**config.mk**
```make
export PLATFORM = sky130hd
export DESIGN_NAME = pls_adder_arbiter
export DESIGN_NICKNAME = d
export VERILOG_FILES = /design/src/rtl/pls_arb_pkg.sv /design/src/rtl/pls_tag_fifo.sv /design/src/rtl/pls_adder_arbiter.sv
export SDC_FILE = /design/constraint.sdc
export NUM_CORES = 1
export LEC_CHECK = 0
export BUFFER_PORTS_ARGS = -buffer_cell sky130_fd_sc_hd__buf_4
export CAP_MARGIN = 10
export CORE_AREA = 2 2 182 184
export CTS_BUF_LIST = sky130_fd_sc_hd__clkbuf_4 sky130_fd_sc_hd__clkbuf_8
export CTS_CLUSTER_SIZE = 12
export DETAILED_ROUTE_END_ITERATION = 10
export DIE_AREA = 0 0 184 186
export GPL_TIMING_DRIVEN = 0
export PLACE_DENSITY = 0.62
export SYNTH_ARGS = -nofsm -noshare
export SYNTH_HDL_FRONTEND = slang
export SYNTH_SLANG_ARGS = --single-unit
```
**constraint.sdc**
```tcl
create_clock -name aclk -period 4.5 [get_ports aclk]
set_clock_uncertainty 0.15 [all_clocks]
set_input_delay 0.225 -clock aclk [delete_from_list [all_inputs] [get_ports aclk]]
set_output_delay 0.225 -clock aclk [all_outputs]
set_load 0.01 [all_outputs]
```
**src/rtl/pls_arb_pkg.sv**
```systemverilog
// Shared types and constants for the pls_adder_arbiter slice.
package pls_arb_pkg;

    typedef enum logic {
        IDLE  = 1'b0,
        ISSUE = 1'b1
    } issue_state_t;

    localparam int STAT_W = 16;

    // Requester ID width: clog2(n), never less than one bit.
    function automatic int id_width(input int n);
        return (n <= 2) ? 1 : $clog2(n);
    endfunction

endpackage

```
**src/rtl/pls_tag_fifo.sv**
```systemverilog
// In-order tag FIFO holding requester IDs of operations in flight in the adder.
// Head is presented first-word-fall-through on dout.
module pls_tag_fifo #(
    parameter int W     = 2,
    parameter int DEPTH = 8
) (
    input  logic         aclk,
    input  logic         areset,
    input  logic         push,
    input  logic         pop,
    input  logic [W-1:0] din,
    output logic [W-1:0] dout,
    output logic         full,
    output logic         empty
);

    localparam int AW = $clog2(DEPTH);

    logic [W-1:0] mem [DEPTH];
    logic [AW-1:0] wr_ptr, rd_ptr;
    logic [AW:0]   count;
    logic          do_push, do_pop;

    assign full    = (count == (AW+1)'(DEPTH));
    assign empty   = (count == '0);
    assign dout    = mem[rd_ptr];
    assign do_pop  = pop && !empty;
    // A push into a full FIFO is only legal when the head leaves in the same cycle.
    assign do_push = push && (!full || do_pop);

    always_ff @(posedge aclk) begin
        if (do_push) begin
            mem[wr_ptr] <= din;
        end
    end

    always_ff @(posedge aclk or posedge areset) begin
        if (areset) begin
            wr_ptr <= '0;
            rd_ptr <= '0;
            count  <= '0;
        end else begin
            if (do_push) begin
                wr_ptr <= wr_ptr + 1'b1;
            end
            if (do_pop) begin
                rd_ptr <= rd_ptr + 1'b1;
            end
            case ({do_push, do_pop})
                2'b10:   count <= count + 1'b1;
                2'b01:   count <= count - 1'b1;
                default: count <= count;
            endcase
        end
    end

endmodule

```
**src/rtl/pls_adder_arbiter.sv**
```systemverilog
// Round-robin sharing of one AXI-Stream FP adder among N_REQ requesters, with
// in-order result routing. Optional per-requester issue counters: PLS_ARB_STATS_EN.
//
//   state | meaning
//   IDLE  | waiting for a request and tag FIFO space; grants in this state
//   ISSUE | presenting captured operands on add_a / add_b until both accepted
module pls_adder_arbiter
    import pls_arb_pkg::*;
#(
    parameter int DATA_SIZE       = 32,
    parameter int N_REQ           = 4,
    parameter int MAX_OUTSTANDING = 8
) (
    input  logic                       aclk,
    input  logic                       areset,
    input  logic [N_REQ-1:0]           req_valid,
    output logic [N_REQ-1:0]           req_ready,
    input  logic [N_REQ*DATA_SIZE-1:0] req_a,
    input  logic [N_REQ*DATA_SIZE-1:0] req_b,
    output logic [N_REQ-1:0]           rsp_valid,
    input  logic [N_REQ-1:0]           rsp_ready,
    output logic [DATA_SIZE-1:0]       rsp_data,
    output logic [DATA_SIZE-1:0]       add_a_tdata,
    output logic                       add_a_tvalid,
    input  logic                       add_a_tready,
    output logic [DATA_SIZE-1:0]       add_b_tdata,
    output logic                       add_b_tvalid,
    input  logic                       add_b_tready,
    input  logic [DATA_SIZE-1:0]       add_result_tdata,
    input  logic                       add_result_tvalid,
    output logic                       add_result_tready,
    output logic                       err_orphan,
    output logic [N_REQ*STAT_W-1:0]    stat_count
);

    localparam int IDW = id_width(N_REQ);

    issue_state_t   state_q, state_d;
    logic [IDW-1:0] rr_q, gnt_id, head;
    logic           grant, a_hs, b_hs;
    logic           a_done_q, b_done_q;
    logic           fifo_full, fifo_empty, pop;
    logic [DATA_SIZE-1:0] a_q, b_q;

    assign add_a_tvalid = (state_q == ISSUE) && !a_done_q;
    assign add_b_tvalid = (state_q == ISSUE) && !b_done_q;
    assign add_a_tdata  = a_q;
    assign add_b_tdata  = b_q;
    assign a_hs         = add_a_tvalid && add_a_tready;
    assign b_hs         = add_b_tvalid && add_b_tready;
    assign req_ready    = grant ? (N_REQ'(1) << gnt_id) : '0;

    always_comb begin
        int idx;
        logic [IDW-1:0] cand;
        idx     = 0;
        cand    = '0;
        grant   = 1'b0;
        gnt_id  = '0;
        state_d = state_q;
        case (state_q)
            IDLE: begin
                // fifo_full comes from registered state, so a same-cycle pop never opens a slot.
                if (!fifo_full) begin
                    for (int k = 0; k < N_REQ; k++) begin
                        idx  = (int'(rr_q) + k) % N_REQ;
                        cand = IDW'(idx);
                        if (!grant && req_valid[cand]) begin
                            grant  = 1'b1;
                            gnt_id = cand;
                        end
                    end
                end
                if (grant) begin
                    state_d = ISSUE;
                end
            end
            ISSUE: begin
                if ((a_done_q || a_hs) && (b_done_q || b_hs)) begin
                    state_d = IDLE;
                end
            end
            default: state_d = IDLE;
        endcase
    end

    always_ff @(posedge aclk or posedge areset) begin
        if (areset) begin
            state_q    <= IDLE;
            rr_q       <= '0;
            a_q        <= '0;
            b_q        <= '0;
            a_done_q   <= 1'b0;
            b_done_q   <= 1'b0;
            err_orphan <= 1'b0;
        end else begin
            state_q <= state_d;
            if (grant) begin
                a_q      <= req_a[gnt_id*DATA_SIZE +: DATA_SIZE];
                b_q      <= req_b[gnt_id*DATA_SIZE +: DATA_SIZE];
                rr_q     <= (gnt_id == IDW'(N_REQ-1)) ? '0 : gnt_id + 1'b1;
                a_done_q <= 1'b0;
                b_done_q <= 1'b0;
            end else begin
                if (a_hs) a_done_q <= 1'b1;
                if (b_hs) b_done_q <= 1'b1;
            end
            if (fifo_empty && add_result_tvalid) begin
                err_orphan <= 1'b1;
            end
        end
    end

    pls_tag_fifo #(
        .W     (IDW),
        .DEPTH (MAX_OUTSTANDING)
    ) u_tag_fifo (
        .aclk   (aclk),
        .areset (areset),
        .push   (grant),
        .pop    (pop),
        .din    (gnt_id),
        .dout   (head),
        .full   (fifo_full),
        .empty  (fifo_empty)
    );

    assign rsp_valid         = (!fifo_empty && add_result_tvalid) ? (N_REQ'(1) << head) : '0;
    assign rsp_data          = fifo_empty ? '0 : add_result_tdata;
    assign add_result_tready = !fifo_empty && rsp_ready[head];
    assign pop               = add_result_tvalid && add_result_tready;

`ifdef PLS_ARB_STATS_EN
    logic [STAT_W-1:0] stat_q [N_REQ];

    always_ff @(posedge aclk or posedge areset) begin
        if (areset) begin
            for (int i = 0; i < N_REQ; i++) begin
                stat_q[i] <= '0;
            end
        end else if (grant) begin
            stat_q[gnt_id] <= stat_q[gnt_id] + 1'b1;
        end
    end

    always_comb begin
        stat_count = '0;
        for (int i = 0; i < N_REQ; i++) begin
            stat_count[i*STAT_W +: STAT_W] = stat_q[i];
        end
    end
`else
    assign stat_count = '0;
`endif

endmodule

```
---- Yosys cells after proc, flatten, opt, wreduce, memory -nomap -nowiden ----
Memory sizes are Yosys's and may differ from the RTL's.
Index checks and enable logic that the tools add are counted.
word-level totals
  flip-flop bits (word level) ............. 80
  bits of input ports ..................... 301
  word-level logic and storage cells ...... 104
  output and inout bits ................... 172
  memory bits (writable) .................. 16
  memories ................................ 1
cells by class
  add/subtract/negate cells ............... 8
  muxes and demuxes ....................... 43
  equality and inequality tests ........... 4
  bitwise gates (word level) .............. 1
  shifts and indexed selects .............. 4
  reductions and logical operators ........ 28
  magnitude comparators ................... 5
memory list
  name            depth  width  rd ports  clocked after Yosys merged registers in  write ports  RTL line            text
  u_tag_fifo.mem  8      2      1         0                                        1            pls_tag_fifo.sv:19  logic [W-1:0] mem [DEPTH];
operator list
  operator             number
  $shiftx 128x8->32    2
  $mux 32              1
  $mux 1               26
  $lt 2x3->1 const B   5
  $logic_and 1x1->1    14
  $mux 2               7
  $bmux 1 s2           5
  $mux 4               2
  $pmux 4 s2           1
  $shl 1x2->4 const A  2
  $logic_not 1->1      7
  $add 3x1->3 const B  2
  $reduce_bool 2->1    3
  $add 2x1->2 const B  2
  $add 2x2->2 const B  2
  $add 4x1->4 const B  1
  $eq 2x2->1 const B   2
  $eq 4x4->1 const B   1
  $logic_not 4->1      1
  $sub 4x1->4 const B  1
  $logic_or 1x1->1     3
  $eq 2x1->1 const B   1
  $pmux 1 s2           1
  $not 1->1            1

---- Logic depth before layout (Yosys ltp) ----
Gate-level depths: netlist of the first run.
  word-level depth ........................ 24
  gate-level depth with buffers ........... 13
  depth with buffers taken out ............ 12

---- Hierarchy ----
Synthesis of the first run repeated with hierarchy kept, for this count alone.
unflattened totals
  cells, all modules ...................... 619
  area total of the unflattened synthesis .. 6901.6 um^2
modules (own cells, without submodules)
  module             seq. area each (um^2)  area an instance (um^2)  times used  cells each
  pls_adder_arbiter  1751.7                 5621.6                   1           524
  pls_tag_fifo       730.7                  1280.0                   1           95

---- Worst setup path before layout of the first run ----
Ideal clock, no wire load.
  path type ............................... register -> register
  start point ............................. register u_tag_fifo.rd_ptr[1]
  end point ............................... register u_tag_fifo.count[3]
  path buffers ............................ 1
  setup time .............................. 125 ps
  cell stages (with the launch flop) ...... 14
  slack ................................... 1196 ps
  data arrival time ....................... 3029 ps
  cell sequence ........................... dfrtp_1 > buf_6 > mux2_4 > mux4_2 > mux4_2 > nand3_2 > inv_1 > ha_1 > ha_1 > a21o_1 > a21oi_1 > xnor2_1 > nor2_1 > xor2_1
between the ends
  cells in the longest elaborated chain, start to end .. 10
  elaborated cells between the ends (all ways) .. 12
RTL lines
  item                                                    RTL line                  text
  start, declared                                         pls_tag_fifo.sv:20        logic [AW-1:0] wr_ptr, rd_ptr;
  start signal, assigned                                  pls_tag_fifo.sv:47        rd_ptr <= rd_ptr + 1'b1;
  $mem_v2 8x2 (*)                                         --
  $bmux 1 s2 (*)                                          pls_adder_arbiter.sv:130  assign add_result_tready = !fifo_empty && rsp_ready[head];
  $mux 1 (not written as such) (*)                        pls_adder_arbiter.sv:130
  $logic_and 1x1->1 (*)                                   pls_adder_arbiter.sv:130
  $logic_and 1x1->1 (*)                                   pls_adder_arbiter.sv:131  assign pop = add_result_tvalid && add_result_tready;
  $logic_and 1x1->1 (*)                                   pls_tag_fifo.sv:27        assign do_pop = pop && !empty;
  named net u_tag_fifo.do_pop                             pls_tag_fifo.sv:22        logic do_push, do_pop;
  $logic_or 1x1->1                                        pls_tag_fifo.sv:29        assign do_push = push && (!full || do_pop);
  $logic_and 1x1->1                                       pls_tag_fifo.sv:29
  $eq 2x1->1 / $eq 2x2->1 (equally long branches)         pls_tag_fifo.sv:49        case ({do_push, do_pop})
  $pmux 4 s2 / $reduce_bool 2->1 (equally long branches)  --
  end signal, assigned                                    pls_tag_fifo.sv:50        2'b10: count <= count + 1'b1;
  end signal, assigned                                    pls_tag_fifo.sv:51        2'b01: count <= count - 1'b1;
  end signal, assigned                                    pls_tag_fifo.sv:52        default: count <= count;
  end, declared                                           pls_tag_fifo.sv:21        logic [AW:0] count;
The timed path passes the listed nets; every way through them passes the cells marked *. The select of a mux whose other input is x is not followed.
A chain may end at the register's enable or synchronous reset.

---- Final worst setup path of the first run ----
  start point ............................. register u_tag_fifo.count[0]
  end point ............................... output port req_ready[2]
between the ends
  cells in the longest elaborated chain, start to end .. 5
  elaborated cells between the ends (all ways) .. 8
RTL lines
  item                 RTL line                 text
  $eq 4x4->1           pls_tag_fifo.sv:24       assign full = (count == (AW+1)'(DEPTH));
  $mux 2               pls_adder_arbiter.sv:64  if (!fifo_full) begin
  $mux 2               pls_adder_arbiter.sv:61  case (state_q)
  named net gnt_id[1]  pls_adder_arbiter.sv:39  logic [IDW-1:0] rr_q, gnt_id, head;
  $shl 1x2->4          pls_adder_arbiter.sv:51  assign req_ready = grant ? (N_REQ'(1) << gnt_id) : '0;
  $mux 4               pls_adder_arbiter.sv:51
  end, declared        pls_adder_arbiter.sv:17  output logic [N_REQ-1:0] req_ready,
The timed path passes the listed nets, and every way through them passes these cells. The select of a mux whose other input is x is not followed.

==> metrics.yaml, run 1 <==
status: "completed"
synth_area_sq_um: 7800
p_int_w: 0.00336
diodes: 0
drc: 0
endpoint_kind: "output pin"
synth.area.top_cells: "dfrtp_1, mux2_1, nor4b_1"
synth_warnings: 0
rows: 66
post_layout_nonfiller_instances: 1747
synthCells: 844
cpMostUsedCell: "buf_4"
grt_setup_unrepaired: "no"
drive_gt1_share_pct: 38.2
crit_path_top_delay_cell: "clkbuf_1"
routed.top_layer: "met4"
pre_cts_ws_ns: 0.735
p_comb_share_pct: 65.4
gp_congestion: 0.818
clock_latency_ns: 0.38
synth_top_area_share_pct: 25.7
post_cts_buffers: 0
synth.distinct_cells: 51
crit_type: "flip-flop to output pin"
multi_input_area_sq_um: 4430
synthMuxAreaShare_pct: 11.7
syn2layout_area_growth_pct: 52.6
clockBufferDepth: 2
p_sw_share_pct: 46.7
synthArstFlopShare_pct: 83.3
cts_buffers: 9
ir_drop_uv: 233
finalPower_w: 0.00632
wl_met2_um: 18100
critical_path_required_ns: 4.12
die_area_sq_um: 34200
clk_pin_slew_worst_paths_ns: 0.13
via_per_inst: 4.90
hold_class: "primary input to flip-flop"
io_buffers: 408
ctsHoldBuffers: 5
drt_iter0_drc: 430
synth-xor-area-share_pct: 0.898
globalRoute.totalOverflow: 0
crit_chain: "nor3_1 -> a221oi_2 -> buf_4 -> buf_2 -> nand2_1 -> clkbuf_1 -> inv_1 -> ha_1 -> and2_1 -> buf_4"
cts_resized: 0
start_util_pct: 24.2
min_period_ns: 3.84
synth_common_cells: "clkbuf_1, dfrtp_1, nand2_1"
yosysSeqAreaShare_pct: 31.8
hold_slack_ns: 0.0369
grt_usage_pct: 20.0
regArea_sq_um: 2480
cp-start-kind: "flip-flop"
synth_edf_count: 16
cp_max_fo: 11
setup_violations: 0
yosys.area.top_type: "dfrtp_1"
fp.dieH_um: 186
p_leak_nw: 5.59
yosysMostFrequentCell: "clkbuf_1"
grt_pass1_wl_um: 51100
dp.cells: 1726
cp.arrival_ns: 3.47
synth-compound-area-share_pct: 23.0
vias: 8562
p_seq_share_pct: 25.0
setup_tns_ns: 0
io_pins: 473
nNetsFinal: 1645
power_switching_w: 0.00295
cts_tree: "yes"
cts_num_sinks: 96
clockPowerShare_pct: 9.6
fill_cells: 3313
ctsRootBufferMaster: "clkbuf_8"
synth_flop_cell: "dfrtp_1"
slowest_delay_ns: 0.53
antenna_found_initial: 0
htree_levels: 3
grt_pass1_vias: 8450
place_hpwl_um: 27700
wl_met1_um: 14000
timing.final.max_slew_violations: 0
max_slew_margin_pct: 31.5
synthSimpleGateAreaFrac_pct: 16.3
fmax_mhz: 260
met3_length_um: 2580
hold_viol: 0
synth_top_family_by_area: "compound AO/OA/AOI/OAI gates"
wl_um: 35500
dr.pass1.iters: 5
wire_per_inst_um: 20.3
die_w_um: 184
avgSynthCellArea_sq_um: 9.25
powerDensity_nw_per_um2: 530
layout_setup_ws_ns: 0.656
worst_pin_slew_ns: 1.03
core_area_sq_um: 32200
maxCapViolCount: 0
synthAdderAreaFrac_pct: 1.70
synth-seq-cells: 96
ant_nets: 0
grt_max_degree: 44
period_share_pct: 85.4
-- power by group through the flow --
stage | Combinational [W] | Clock [W] | Sequential [W]
finish | 0.00413 | 0.000609 | 0.00158
global placement | 0.00408 | 0 | 0.00158
global route | 0.00451 | 0.000668 | 0.00163
CTS | 0.00418 | 0.000645 | 0.00158
detailed placement | 0.00416 | 0 | 0.00159
floorplan | 0.00229 | 0 | 0.00168
-- cell families after synthesis --
kind of cell               after synthesis
other                                    1
DFF                                     96
AOI/OAI and AO/OA                      208
xor gates and xnor gates                 8
adders and majority gates               10
and+or+nand+nor                        211
muxes                                   75
buffers and inverters                  235
-- metrics by stage --
stage          cell area [sq um]  utilization (%)
2_1_floorplan               8040                -
3_3_place_gp               11600             36.1
3_5_place_dp               11700             36.2
4_1_cts                    11900             37.0
5_1_grt                    11900             37.0
6_report                   11900             37.0
-- layout by cell type, fill, tap and decap left out, drive strengths merged, types with 6 or more instances in the layout --
master,n
edfxtp,16
a2bb2oi,64
conb,64
buf,489
ha,9
dfrtp,80
clkbuf,90
a41oi,64
and2,37
nor2b,6
inv,79
nor2,12
nor4b,66
o311ai,64
mux2,70
nand2,77
-- worst paths after layout --
check                                          from             endpoint  slack (ns)  cells past startpoint
max in group asynchronous                    areset      add_b_tdata[27]        3.25                      4
worst min register to register           err_orphan           err_orphan        0.35                      1
min in group asynchronous                    areset      add_a_tdata[17]        0.29                      3
worst max-delay path            u_tag_fifo.count[0]         req_ready[2]        0.66                     10
worst max register to register  u_tag_fifo.count[0]  u_tag_fifo.count[3]        0.85                     12
worst min-delay path                     req_b[101]       add_b_tdata[5]        0.04                      3
-- per-layer routing --
| layer | global-route usage [%] | up-vias |
|---|---|---|
| met5 | 0 | - |
| met4 | 5.57 | 0 |
| met3 | 4.11 | 36 |
| met2 | 37.0 | 419 |
| met1 | 23.2 | 4083 |
| li1 | - | 4024 |
-- area by class of cell --
class	count	area share (%)
multi-input cells	576	37.2
repair buffers	416	26.5
flip-flops and latches	96	20.8
inverters	76	2.42
clock inverters	7	0.504
well taps	408	4.29
clock buffers	9	1.04
plain buffers	159	7.16
-- worst max-delay path, delay by kind of cell, from the launching register on --
| kind | cells | cell delay [ns] |
|---|---|---|
| buf+inv | 5 | 1.46 |
| simple gates | 3 | 0.72 |
| flops | 1 | 0.44 |
| fa+ha+maj | 1 | 0.26 |
| compound gates | 1 | 0.20 |
-- sequential cells by signal (all words and copies together), names as in the netlist --
register and flops:
u_tag_fifo.count 4, u_tag_fifo.rd_ptr 3, err_orphan 1, a_done_q 1
u_tag_fifo.mem 16, rr_q 2, add_b_tdata 32, b_done_q 1
u_tag_fifo.wr_ptr 3, state_q 1, add_a_tdata 32
No activity file was read; power rests on OpenSTA's default activity.
==> inputs of run 2 (changes only) <==
- CELL_PAD_IN_SITES_DETAIL_PLACEMENT: not set -> 2
- CELL_PAD_IN_SITES_GLOBAL_PLACEMENT: not set -> 2
- CORE_AREA: 2 2 182 184 -> not set
- CORE_MARGIN: not set -> 2
- CORE_UTILIZATION: not set -> 24
- DIE_AREA: 0 0 184 186 -> not set
- PLACE_DENSITY: 0.62 -> 0.94
==> run 2 against run 1 <==
  * Final area up 0.64%
  * Core utilization up 0.14 points
  * Total power up 3.9%
  * Non-clock buffer count down 1
  * Register-to-register slack worse by 0.37 ns
  * Critical path type unchanged
  * Largest cell class unchanged
==> metrics.yaml, run 2 (synthesis gave the netlist of run 1 again) <==
regToRegStartpoint: "u_tag_fifo.count[0]"  # unchanged
slowest_delay_ns: 0.67  # was 0.53 ns
die_w_um: 184  # about the same
post_cts_buffers: 0  # unchanged
crit_path_start: "rr_q[1]"  # was u_tag_fifo.count[0]
grt_pass1_vias: 10200  # was 8450
max_slew_margin_pct: 39.2  # was 31.5%
fill_cells: 3616  # was 3313
min_from: "req_a[74]"  # was req_b[101]
clk_pin_slew_worst_paths_ns: 0.12  # was 0.13 ns
via_per_inst: 5.10  # was 4.90
globalRoute.totalOverflow: 0  # unchanged
setup_violations: 0  # unchanged
path_delay_family: "buffers and inverters"  # unchanged
min_period_ns: 4.10  # was 3.84 ns
hold_class: "primary input to flip-flop"  # unchanged
p_leak_nw: 5.60  # was 5.59 nW
cp_max_fo: 11  # unchanged
powerDensity_nw_per_um2: 547  # was 530 nW/um^2
io_pins: 473  # unchanged
timing.final.max_slew_violations: 0  # unchanged
cpMostUsedCell: "clkbuf_1"  # was buf_4
grt_usage_pct: 24.1  # was 20.0%
drc: 0  # unchanged
endpoint_kind: "output pin"  # unchanged
hold_viol: 0  # unchanged
dp.cells: 1760  # was 1726
die_area_sq_um: 34000  # was 34200 sq um
crit_type: "flip-flop to output pin"  # unchanged
cp.buffers_inverters: 4  # was 5
ant_nets: 0  # unchanged
wire_per_inst_um: 23.7  # was 20.3 um
fp.dieH_um: 184  # was 186 um
core_area_sq_um: 32300  # was 32200 sq um
layout_setup_ws_ns: 0.401  # was 0.656 ns
final_common_cell: "buf_4"  # unchanged
min_path_cells: 3  # unchanged
ctsHoldBuffers: 4  # was 5
syn2layout_area_growth_pct: 53.6  # was 52.6%
rows: 66  # unchanged
cp-start-kind: "flip-flop"  # unchanged
fmax_mhz: 244  # was 260 MHz
maxCapViolCount: 0  # unchanged
worst_pin_slew_ns: 0.912  # was 1.03 ns
rr_worst_depth: 13  # was 12
period_share_pct: 91.1  # was 85.4%
cts_tree: "yes"  # unchanged
whs_endpoint: "add_a_tdata[10]"  # was add_b_tdata[5]
cp.arrival_ns: 3.72  # was 3.47 ns
r2r_end: "u_tag_fifo.count[3]"  # unchanged
nNetsFinal: 1644  # was 1645
cts_resized: 0  # unchanged
wl_um: 42100  # was 35500 um
dr.pass1.iters: 4  # was 5
post_layout_nonfiller_instances: 1781  # was 1747
start_util_pct: 24.2  # about the same
place_hpwl_um: 33900  # was 27700 um
drive_gt1_share_pct: 38.3  # was 38.2%
crit_chain: "a21o_1 -> a21boi_1 -> o22a_1 -> clkbuf_1 -> nand2_1 -> clkbuf_1 -> inv_1 -> ha_1 -> and2_1 -> buf_4"  # was nor3_1 -> a221oi_2 -> buf_4 -> buf_2 -> nand2_1 -> clkbuf_1 -> inv_1 -> ha_1 -> and2_1 -> buf_4
status: "completed"  # unchanged
gp_congestion: 0.834  # was 0.818
r2r_slack_ns: 0.48  # was 0.85 ns
drt_iter0_drc: 444  # was 430
grt_max_degree: 46  # was 44
cts_buffers: 9  # unchanged
pre_cts_ws_ns: 0.357  # was 0.735 ns
htree_levels: 3  # unchanged
final_cell_mix: "buf_4, clkbuf_1, dfrtp_1"  # unchanged
ctsRootBufferMaster: "clkbuf_8"  # unchanged
clockBufferDepth: 2  # unchanged
io_buffers: 408  # unchanged
ir_drop_uv: 198  # was 233 uV
crit_path_top_delay_cell: "clkbuf_1"  # unchanged
clock_latency_ns: 0.40  # was 0.38 ns
antenna_found_initial: 1  # was 0
grt_setup_unrepaired: "no"  # unchanged
cts_num_sinks: 96  # unchanged
grt_pass1_wl_um: 61600  # was 51100 um
critical_path_required_ns: 4.12  # about the same
vias: 9092  # was 8562
[run 2: worst max-delay path by stage]
stage / endpoint / slack (ns) / cells after the start
floorplan: u_tag_fifo.count[3] / 1.20 / 13
global placement: u_tag_fifo.count[3] / -0.24 / 12
detailed placement: u_tag_fifo.count[3] / 0.36 / 14
CTS: req_ready[3] / 0.34 / 10
global route: u_tag_fifo.count[3] / 0.17 / 13
finish: req_ready[3] / 0.40 / 10
[run 2: through the flow]
step | hold slack (ns) | TNS (ns) | instance area (sq um) | total power, W | util (%)
CTS | 0.00837 | 0 | 12000 | 0.00661 | 37.1
floorplan | 0.213 | 0 | 8040 | 0.00396 | -
global route | 0.0179 | 0 | 12000 | 0.00701 | 37.1
detailed placement | 0.196 | 0 | 11700 | 0.00592 | 36.3
global placement | 0.319 | -0.241 | 11700 | 0.00560 | 36.1
finish | 0.0370 | 0 | 12000 | 0.00656 | 37.1
[run 2: power breakdown]
| part | internal (W) | total (W) | switching [W] |
|---|---|---|---|
| clock | 0.000270 | 0.000658 | 0.000388 |
| sequential | 0.00131 | 0.00161 | 0.000299 |
| combinational | 0.00185 | 0.00429 | 0.00244 |
| total | 0.00343 | 0.00656 | 0.00313 |
[run 2: cell type report]
class                           count  area (sq um)  area share (%)
Antenna cell                        1          2.50          0.0209
Buffer                            159           852            7.11
Clock buffer                        9           124            1.03
Clock inverter                      7          87.6           0.731
Inverter                           76           288            2.40
Multi-Input combinational cell    576          4440            37.0
Sequential cell                    96          2480            20.7
Tap cell                          442           553            4.62
Timing Repair Buffer              415          3160            26.3
[run 2: routing by layer]
metal  track usage, %  share of wire [%]  wire, um
met5                0                  0         0
met4             10.6                4.1      1720
met3             6.46                8.0      3380
met2             44.8                 52     21800
met1             25.3                 36     15200
[run 2: worst register-to-register path, cell delays in order (launching register included)]
cell and delay (ns):
dfrtp_1 0.45, nor3_1 0.44, a221oi_2 0.21, buf_6 0.21, clkbuf_1 0.27, inv_2 0.34
clkbuf_1 0.54, ha_1 0.33, ha_1 0.24, a21o_1 0.17, a21oi_1 0.18, xnor2_1 0.15
nor2_1 0.08, xor2_1 0.15
==> inputs of run 3 (changes only) <==
- CORE_ASPECT_RATIO: not set -> 0.8
- CORE_MARGIN: 2 -> not set
==> run 3 against run 2 <==
  * Final area decreased by 0.36%
  * Worst setup slack improved by 0.066 ns
  * Critical path depth up 3
  * Global-route usage increased by 0.43 points
  * Sequential share of layout area increased by 0.076 points
  * First-iteration DRC count decreased by 13%
  * Register-to-register slack hardly changed
  * Clock power decreased by 5.5%
  * Non-clock buffer count up 1
  * Count of clock-buffer cells in the layout did not move
  * Die area decreased by 2.1%
  * Critical endpoint is now u_tag_fifo.count[3]
  * Largest power group unchanged
==> metrics.yaml, run 3 (synthesis gave the netlist of run 1 again) <==
wl_um: 41700  # was 42100 um
grt_pass1_vias: 10100  # was 10200
dr.pass1.iters: 5  # was 4
cts_buffers: 9  # unchanged
cts_tree: "yes"  # unchanged
post_cts_buffers: 0  # unchanged
hold_class: "primary input to flip-flop"  # unchanged
timing.final.max_slew_violations: 0  # unchanged
rows: 58  # was 66
powerDensity_nw_per_um2: 547  # about the same
status: "completed"  # unchanged
final_cell_mix: "buf_4, clkbuf_1, dfrtp_1"  # unchanged
clk_pin_slew_worst_paths_ns: 0.12  # about the same
die_w_um: 204  # was 184 um
dp.cells: 1738  # was 1760
crit_path_start: "u_tag_fifo.count[0]"  # was rr_q[1]
diodes: 0  # was 1
path_delay_family: "buffers and inverters"  # unchanged
crit_chain: "nor3_1 -> a221oi_2 -> buf_6 -> clkbuf_1 -> inv_2 -> clkbuf_1 -> ha_1 -> ha_1 -> a21o_1 -> a21oi_1 -> xnor2_1 -> nor2_1 -> xor2_1"  # was a21o_1 -> a21boi_1 -> o22a_1 -> clkbuf_1 -> nand2_1 -> clkbuf_1 -> inv_1 -> ha_1 -> and2_1 -> buf_4
layout_setup_ws_ns: 0.467  # was 0.401 ns
utilization_pct: 37.6  # was 37.1%
cp.arrival_ns: 4.18  # was 3.72 ns
cp_max_fo: 10  # was 11
nNetsFinal: 1645  # was 1644
min_from: "req_b[112]"  # was req_a[74]
grt_max_degree: 43  # was 46
cp-start-kind: "flip-flop"  # unchanged
slowest_delay_ns: 0.50  # was 0.67 ns
core_area_sq_um: 31700  # was 32300 sq um
ir_drop_uv: 226  # was 198 uV
via_per_inst: 5.10  # about the same
drive_gt1_share_pct: 38.2  # was 38.3%
grt_pass1_wl_um: 61200  # was 61600 um
cp.buffers_inverters: 4  # unchanged
place_hpwl_um: 33300  # was 33900 um
start_util_pct: 24.6  # was 24.2%
gp_congestion: 0.805  # was 0.834
ant_nets: 0  # unchanged
crit_path_top_delay_cell: "clkbuf_1"  # unchanged
final_common_cell: "buf_4"  # unchanged
setup_violations: 0  # unchanged
drc: 0  # unchanged
min_period_ns: 4.03  # was 4.10 ns
regToRegStartpoint: "u_tag_fifo.count[0]"  # unchanged
post_layout_nonfiller_instances: 1759  # was 1781
regArea_sq_um: 2480  # unchanged
hold_viol: 0  # unchanged
max_slew_margin_pct: 41.0  # was 39.2%
multi_input_area_sq_um: 4430  # was 4440 sq um
drt_iter0_drc: 385  # was 444
vias: 8969  # was 9092
grt_usage_pct: 24.5  # was 24.1%
pre_cts_ws_ns: 0.432  # was 0.357 ns
period_share_pct: 89.6  # was 91.1%
crit_type: "flip-flop to flip-flop"  # was flip-flop to output pin
ctsRootBufferMaster: "clkbuf_8"  # unchanged
critical_path_required_ns: 4.65  # was 4.12 ns
globalRoute.totalOverflow: 0  # unchanged
antenna_found_initial: 0  # was 1
io_pins: 473  # unchanged
endpoint_kind: "flip-flop"  # was output pin
cts_num_sinks: 96  # unchanged
fp.dieH_um: 163  # was 184 um
grt_setup_unrepaired: "no"  # unchanged
die_area_sq_um: 33200  # was 34000 sq um
htree_levels: 3  # unchanged
io_buffers: 408  # unchanged
wire_per_inst_um: 23.7  # about the same
hold_slack_ns: 0.0371  # was 0.0370 ns
clockBufferDepth: 2  # unchanged
clock_latency_ns: 0.40  # about the same
fill_cells: 3537  # was 3616
worst_pin_slew_ns: 0.885  # was 0.912 ns
syn2layout_area_growth_pct: 53.0  # was 53.6%
maxCapViolCount: 0  # unchanged
finalPower_w: 0.00653  # was 0.00656 W
fmax_mhz: 248  # was 244 MHz
p_leak_nw: 5.60  # about the same
-- run 3: cell count changes in the layout (fill, tap and decap cells not counted) --
cell	previous run	this run
inv_8	3	2
inv_6	0	1
dlygate4sd3_1	4	5
clkinv_4	1	3
buf_6	2	3
clkinv_8	0	1
nor3_2	0	1
buf_8	1	0
bufinv_16	1	0
diode_2	1	0
nor3_4	1	0
clkinvlp_4	2	0
-- run 3: per-stage QoR --
step	setup TNS (ns)	cell area, sq um
final	0	11900
after global routing	0	11900
after CTS	0	11900
after detailed placement	0	11700
after global placement	-0.279	11600
after floorplan	0	8040
-- run 3: final timing paths --
path,slack [ns],end,cells past startpoint
min in group asynchronous,0.29,add_b_tdata[27],3
setup / recovery,0.47,u_tag_fifo.count[3],13
hold / removal,0.04,add_b_tdata[16],3
hold reg to reg,0.37,a_done_q,2
setup reg to reg,0.47,u_tag_fifo.count[3],13
max in group asynchronous,3.21,add_a_tdata[24],4
-- run 3: cell type report --
cell class	count	area share, %
clock inverters	7	0.618
plain buffers	159	7.14
multi-input cells	576	37.1
well taps	420	4.40
clock buffers	9	1.04
inverters	76	2.41
repair buffers	416	26.5
flip-flops and latches	96	20.8
-- run 3: report_power, final --
group          switching, W  internal (W)  leakage [nW]
clock              0.000403      0.000219         0.101
combinational       0.00245       0.00185          4.40
sequential         0.000300       0.00131          1.11
-- run 3: worst register-to-register path, stage by stage, from the launching register on --
cell      delay (ns)
dfrtp_1         0.44
nor3_1          0.47
a221oi_2        0.22
buf_6           0.20
clkbuf_1        0.28
inv_2           0.38
clkbuf_1        0.50
ha_1            0.33
ha_1            0.25
a21o_1          0.18
a21oi_1         0.19
xnor2_1         0.14
nor2_1          0.07
xor2_1          0.15
-- run 3: layer usage --
layer / vias to the layer above / share of wire (%) / track usage [%]
li1: 4028 / - / -
met3: 65 / 5.8 / 5.29
met1: 4499 / 40 / 28.4
met5: - / 0 / 0
met4: 0 / 2.8 / 7.86
met2: 377 / 51 / 44.6
-- run 3: timing repair --
item / 4_1_cts / 5_1_grt
endpoints found under the setup margin: 0 / 0
gates resized for setup: 0 / 0
hold buffers: 5 / 0
hold endpoints to repair: 45 / 0
